**config.mk**
```make
export PLATFORM = sky130hd
export DESIGN_NAME = hack_screen_scanout
export DESIGN_NICKNAME = d
export VERILOG_FILES = /design/src/rtl/hack_screen_pkg.sv /design/src/rtl/sync_delay.sv /design/src/rtl/hack_screen_scanout.sv
export SDC_FILE = /design/constraint.sdc
export NUM_CORES = 1
export LEC_CHECK = 0
export BUFFER_PORTS_ARGS = -buffer_cell sky130_fd_sc_hd__buf_2
export CAP_MARGIN = 20
export CELL_PAD_IN_SITES_DETAIL_PLACEMENT = 2
export CELL_PAD_IN_SITES_GLOBAL_PLACEMENT = 2
export CORE_ASPECT_RATIO = 2
export CORE_MARGIN = 1
export CORE_UTILIZATION = 27
export DETAILED_ROUTE_END_ITERATION = 16
export GPL_ROUTABILITY_DRIVEN = 0
export PLACE_DENSITY = 0.81
export SYNTH_ARGS = -nofsm -noshare
export SYNTH_HDL_FRONTEND = slang
export SYNTH_SLANG_ARGS = --single-unit
export TNS_END_PERCENT = 20
```
**constraint.sdc**
```tcl
create_clock -name clk -period 3.07 [get_ports clk]
set_input_delay 0.7675 -clock clk [delete_from_list [all_inputs] [get_ports clk]]
set_output_delay 0.7675 -clock clk [all_outputs]
set_load 0.01 [all_outputs]
```
**src/rtl/hack_screen_pkg.sv**
```systemverilog
// Shared geometry and types for the Hack screen scan-out path.
package hack_screen_pkg;

  localparam int unsigned SCREEN_W      = 512;
  localparam int unsigned SCREEN_H      = 256;
  localparam int unsigned WORDS_PER_ROW = 32;
  localparam logic [15:0] SCREEN_BASE   = 16'h4000;

  typedef logic [15:0] rgb565_t;
  typedef logic [12:0] scr_addr_t;

endpackage

```
**src/rtl/sync_delay.sv**
```systemverilog
// Reset-cleared shift register, Width bits wide and Depth stages deep.
module sync_delay #(
  parameter int unsigned Width = 1,
  parameter int unsigned Depth = 2
) (
  input  logic             clk,
  input  logic             reset,
  input  logic [Width-1:0] d,
  output logic [Width-1:0] q
);

  logic [Width-1:0] stage_q [Depth];

  always_ff @(posedge clk or negedge reset) begin
    if (!reset) begin
      for (int i = 0; i < int'(Depth); i++) stage_q[i] <= '0;
    end else begin
      stage_q[0] <= d;
      for (int i = 1; i < int'(Depth); i++) stage_q[i] <= stage_q[i-1];
    end
  end

  assign q = stage_q[Depth-1];

endmodule

```
**src/rtl/hack_screen_scanout.sv**
```systemverilog
// Hack 512x256 mono screen scan-out to RGB565 with 2-clk aligned syncs.
// Optional window border ring enabled by defining SCREEN_BORDER_EN.
module hack_screen_scanout
  import hack_screen_pkg::*;
#(
  parameter int unsigned X0         = 144,
  parameter int unsigned Y0         = 112,
  parameter rgb565_t     FG_RGB     = 16'h0000,
  parameter rgb565_t     BG_RGB     = 16'hFFFF,
  parameter rgb565_t     BORDER_RGB = 16'hF800
) (
  input  logic        clk,
  input  logic        reset,
  input  logic        de_i,
  input  logic        hs_i,
  input  logic        vs_i,
  input  logic [9:0]  h_pos,
  input  logic [9:0]  v_pos,
  output scr_addr_t   scr_addr,
  output logic        scr_rd_en,
  input  logic [15:0] scr_rdata,
  output rgb565_t     rgb,
  output logic        de_o,
  output logic        hs_o,
  output logic        vs_o,
  output logic        frame_done
);

  localparam logic [9:0] XLo  = 10'(X0);
  localparam logic [9:0] XHi  = 10'(X0 + SCREEN_W);
  localparam logic [9:0] YLo  = 10'(Y0);
  localparam logic [9:0] YHi  = 10'(Y0 + SCREEN_H);
  localparam logic [8:0] XOff = 9'(X0);
  localparam logic [7:0] YOff = 8'(Y0);

  logic       in_win, border_hit, last_pix, pix_bit;
  logic [8:0] dx;
  logic [7:0] dy;
  logic [2:0] sync_s1, sync_s2;

  // Stage 0: window decode and RAM request; combinational outputs are forced low in reset.
  always_comb begin
    in_win    = de_i && (h_pos >= XLo) && (h_pos < XHi) && (v_pos >= YLo) && (v_pos < YHi);
    dx        = h_pos[8:0] - XOff;
    dy        = v_pos[7:0] - YOff;
    last_pix  = in_win && (dx == 9'h1FF) && (dy == 8'hFF);
    scr_rd_en = reset && in_win && (dx[3:0] == 4'd0);
    scr_addr  = (reset && in_win) ? {dy, dx[8:4]} : '0;
  end

`ifdef SCREEN_BORDER_EN
  localparam logic [9:0] XBl = 10'(X0 - 1);
  localparam logic [9:0] YBl = 10'(Y0 - 1);

  assign border_hit = de_i && (h_pos >= XBl) && (h_pos <= XHi) &&
                      (v_pos >= YBl) && (v_pos <= YHi) &&
                      ((h_pos == XBl) || (h_pos == XHi) || (v_pos == YBl) || (v_pos == YHi));
`else
  assign border_hit = 1'b0;
`endif

  // Stage 1 state.
  logic        win_q, border_q, last_q;
  logic [3:0]  idx_q;
  logic [15:0] word_q;

  always_ff @(posedge clk or negedge reset) begin
    if (!reset) begin
      win_q    <= 1'b0;
      border_q <= 1'b0;
      last_q   <= 1'b0;
      idx_q    <= 4'd0;
      word_q   <= 16'h0000;
    end else begin
      win_q    <= in_win;
      border_q <= border_hit;
      last_q   <= last_pix;
      idx_q    <= dx[3:0];
      if (win_q && (idx_q == 4'd0)) word_q <= scr_rdata;
    end
  end

  // The first pixel of a word comes straight off the RAM bus; the rest from the held copy.
  assign pix_bit = (idx_q == 4'd0) ? scr_rdata[0] : word_q[idx_q];

  sync_delay #(
    .Width(3),
    .Depth(1)
  ) u_sync_s1 (
    .clk  (clk),
    .reset(reset),
    .d    ({de_i, hs_i, vs_i}),
    .q    (sync_s1)
  );

  // Stage 2 state.
  rgb565_t rgb_q, rgb_d;
  logic    frame_done_q;

  always_comb begin
    rgb_d = '0;
    if (win_q)         rgb_d = pix_bit ? FG_RGB : BG_RGB;
    else if (border_q) rgb_d = BORDER_RGB;
    else if (sync_s1[2]) rgb_d = BG_RGB;
  end

  always_ff @(posedge clk or negedge reset) begin
    if (!reset) begin
      rgb_q        <= '0;
      frame_done_q <= 1'b0;
    end else begin
      rgb_q        <= rgb_d;
      frame_done_q <= last_q;
    end
  end

  sync_delay #(
    .Width(3),
    .Depth(1)
  ) u_sync_s2 (
    .clk  (clk),
    .reset(reset),
    .d    (sync_s1),
    .q    (sync_s2)
  );

  assign rgb        = rgb_q;
  assign frame_done = frame_done_q;
  assign de_o       = sync_s2[2];
  assign hs_o       = sync_s2[1];
  assign vs_o       = sync_s2[0];

endmodule

```
==> impl.org <==
** Clock network
- Clock slew at reported path FFs :: ~0.05 ns
- The later pin in the worst-skew pair is clocked with a latency of around 0.27 ns.
- Maximum level of the CTS H-tree :: 2
- Sinks on Clock Net :: 29
- In this run the clock root is driven by a sky130_fd_sc_hd__clkbuf_16.
- In this run the post-CTS setup repair buffer count came out at 0.
- Buffers inserted during clock tree synthesis total 5.
- In this run the deepest clock path goes through 2 buffers.
- TritonCTS built the clock tree.

** Detailed routing
- Wires add up to approximately 4.3 mm.
- Number of DRC markers after the initial detailed-route iteration :: 7
- The detailed router placed 1312 vias in this run.
- Once detail routing completed, the nets flagged for antenna violations numbered 0.
- After detailed routing, the average wire length per cell comes to 16.27 um.
- In the routed design, unresolved DRC markers number 0.
- The first TritonRoute pass finished after 2 iterations.
- Vias per std cell :: approximately 5.0

** Pwr
- Leakage :: between 0.001 and 0.0015 uW
- P per Cell Area :: roughly 520 nW/um2
- Final Power :: 1094 uW
- Maximum ir drop on the vdd rail :: 0.3722 mV

** STA
- Slew at the pin with the worst max-slew slack :: around 0.65 ns
- Final worst-path cycle share :: 97.48%
- Final min period :: about 3.0 ns
- Maximum clock skew at final layout :: between 0.005 and 0.006 ns
- Across all hold checks on the routed design, the worst slack comes to 0.3401 ns.
- Sum of negative setup slack :: 0 ns
- Worst-case setup margin in the final layout :: 0.07743 ns
- The count of endpoints failing hold in the final timing report is 0.
- Final setup violation count :: 0
- Max-slew violation count :: 0
- Setup repair after global routing left no endpoint under its margin.
- Top achievable clock speed :: approximately 0.33 GHz
- Measured against its own limit, the worst slew margin works out to ~57%.

** Worst setup path
- Data arrives at the worst endpoint at about 2.2 ns.
- At the worst endpoint, the required time is around 2.3 ns.
- Along the worst path, the maximum fanout reaches 10.
- The setup path with the least slack is of type in2out.
- Reg2Reg Depth :: 3
- Startpoint kind of the worst setup timing path :: input pin
- STA classifies the critical path endpoint as a primary output.

** Final layout
- Antenna Diode Count :: 0
- Non-filler instance count after layout :: between 200 and 300
- Of the cells placed in the final design, the portion with a size suffix greater than 1 is a little over half.
- After the last flow step, the layout net total stands at ~250.
- From synthesis to final layout, the design area changed by 31.49%.

** Floorplan
- Die Footprint :: ~6200 um2
- Measured along the y axis, the die boundary spans 110.4 um.
- Once the floorplan was initialized, standard cells occupied between 20% and 30% of the core.
- The floorplan has 39 rows.
- Number of top-level pins :: between 70 and 80
- Placeable Area :: around 5700 um2
- The floorplan step set the die width to 56.18 um.

** Synth
- Share of the synthesized area in compound gates (AO/OA/AOI/OAI) :: 2.762%
- After synthesis, the largest family of logic cells by area is multiplexers.
- In the synthesized netlist, mux cells make up between 10% and 20% of the area.
- sky130_fd_sc_hd__dfrtp_1 takes more of the synthesized area than any other cell.
- After synthesis, flip-flops and latches occupy between 40% and 50% of the total area.
- Async SR Flop Fraction :: 100.0%
- Top_reg_cell synth :: sky130_fd_sc_hd__dfrtp_1
- Adder-Cell Fraction of Synth Area :: 3.946%
- Synthesized-area fraction occupied by and/or/nand/nor cells :: 15.15%
- The average instance in the mapped netlist occupies approximately 12 um2.
- Distinct cells, synth :: 32
- Number of flops mapped to enable cells by yosys :: 0
- The number of nets handed over by synthesis was roughly 180.
- Of the post-synthesis cell area, the dominant cell type holds between 40 and 50%.
- The synthesized design contains 29 register bits.
- Cell area after synthesis :: between 1500 and 2000 um2
- The cell count after synthesis came out at ~140.
- After synthesis, the cell types taking the most area are sky130_fd_sc_hd__dfrtp_1 46%, sky130_fd_sc_hd__mux2_2 11%, sky130_fd_sc_hd__buf_4 7.1%.
- Yosys printed 0 warnings.
- Summing the areas of all xor and xnor instances in the mapped netlist gives between 2 and 3% of the synthesized area.

** Placed design
- Number of placed instances, taps included :: approximately 260
- Detailed placement finished with a half-perimeter wire length of 3.514 mm.
- Timing analysis after detailed placement gives a worst setup slack of ~0.062 ns.
- Port Buffers :: 74

** GRT
- First-pass GRT wire length :: about 7.1 mm
- Congestion Overflow GR :: 0
- Global routing consumed, over all layers together, roughly 15% of the routing resources.
- The number of antenna violations at the first check in global routing came to 0.
- The via count of the first global-routing pass is around 1500.
- Entering global routing, the biggest net connects 29 pins.

** Job
- Maximum Capacitance Violations :: 0

** Outcome
- The run finished with clean final reports.

** Min path
- In this run the worst hold path is classified as in2async.
[stage by stage]
step                instance area [um2]  util, %
floorplan                          1585        -
global placement                   1934    34.17
detailed placement                 1934    34.17
CTS                                2077    36.69
global route                       2085    36.83
finish                             2085    36.83
[repair_timing]
action / CTS / global route
hold buffers: 0 / 0
resized for setup: 0 / 2
setup endpoints to repair: 0 / 7
[sequential cells by signal (all words and copies together), names as in the netlist]
name,count
u_sync_s2.q,3
rgb,1
win_q,1
u_sync_s1.q,3
word_q,15
last_q,1
idx_q,4
frame_done,1
[logic make-up after synthesis]
logic type | Yosys count
flops | 29
buf+inv | 24
simple gates | 46
mux | 22
compound gates | 6
fa+ha+maj | 5
xor+xnor | 5
[synthesized netlist by cell type, drive strengths merged (2+ instances only)]
library cell   n
mux4           4
ha             5
nor2           5
inv            4
buf           19
nand4          3
nor2b          2
nor3           9
mux2          16
nand2         13
mux2i          2
xor2           4
dfrtp         29
a21oi          2
nor4           9
[critical path, stage by stage]
cell and delay, ns:
sky130_fd_sc_hd__buf_2 0.09, sky130_fd_sc_hd__inv_1 0.07, sky130_fd_sc_hd__ha_1 0.17, sky130_fd_sc_hd__and3b_1 0.17
sky130_fd_sc_hd__a221o_1 0.38, sky130_fd_sc_hd__mux2i_4 0.22, sky130_fd_sc_hd__buf_12 0.16, sky130_fd_sc_hd__nor3_1 0.05
sky130_fd_sc_hd__buf_2 0.15
[cell type report]
cell class                 count  area [um2]
fill                         644        3576
sequential                    29       725.7
multi-input combinational     84       700.7
timing repair buffer          79       424.2
clock buffer                   7       142.6
tap                           61       76.32
inverter                       4       15.01
[where the power goes]
| part | switching (uW) | leakage (uW) | total, uW | internal, uW |
|---|---|---|---|---|
| combinational | 85.7 | 0.000610 | 181 | 95.2 |
| clock | 154 | 0.0000700 | 471 | 317 |
| sequential | 23.3 | 0.000345 | 443 | 419 |
| total | 263 | 0.00102 | 1090 | 831 |
[cells in the final DEF (no fill, tap or decap), types with 2 or more instances in the layout]
cell	instances
sky130_fd_sc_hd__nor2_1	5
sky130_fd_sc_hd__mux4_2	3
sky130_fd_sc_hd__nand4_1	3
sky130_fd_sc_hd__xor2_1	4
sky130_fd_sc_hd__nor3_1	9
sky130_fd_sc_hd__inv_1	4
sky130_fd_sc_hd__buf_4	3
sky130_fd_sc_hd__nand2_1	13
sky130_fd_sc_hd__dfrtp_1	29
sky130_fd_sc_hd__nor4_1	8
sky130_fd_sc_hd__buf_2	74
sky130_fd_sc_hd__clkbuf_16	5
sky130_fd_sc_hd__mux2_2	16
sky130_fd_sc_hd__ha_1	5
sky130_fd_sc_hd__nor2b_1	2
[routing by layer]
layer | GRT usage [%] | wire (um) | vias up
li1 | - | - | 604
met1 | 12.54 | 1296 | 639
met2 | 32.57 | 2639 | 64
met3 | 3.267 | 264 | 5
met4 | 8.188 | 96 | 0
met5 | 0 | 0 | -
[final timing paths]
path	startpoint	endpoint	slack, ns
worst min-delay path	reset	last_q	0.34
worst max register to register	idx_q[1]	word_q[4]	1.37
worst min register to register	last_q	frame_done	0.35
worst max-delay path	h_pos[5]	scr_addr[11]	0.08
min in group clk	last_q	frame_done	0.35
max in group asynchronous	reset	word_q[8]	2.12
Power figures use the tool's default switching activity.
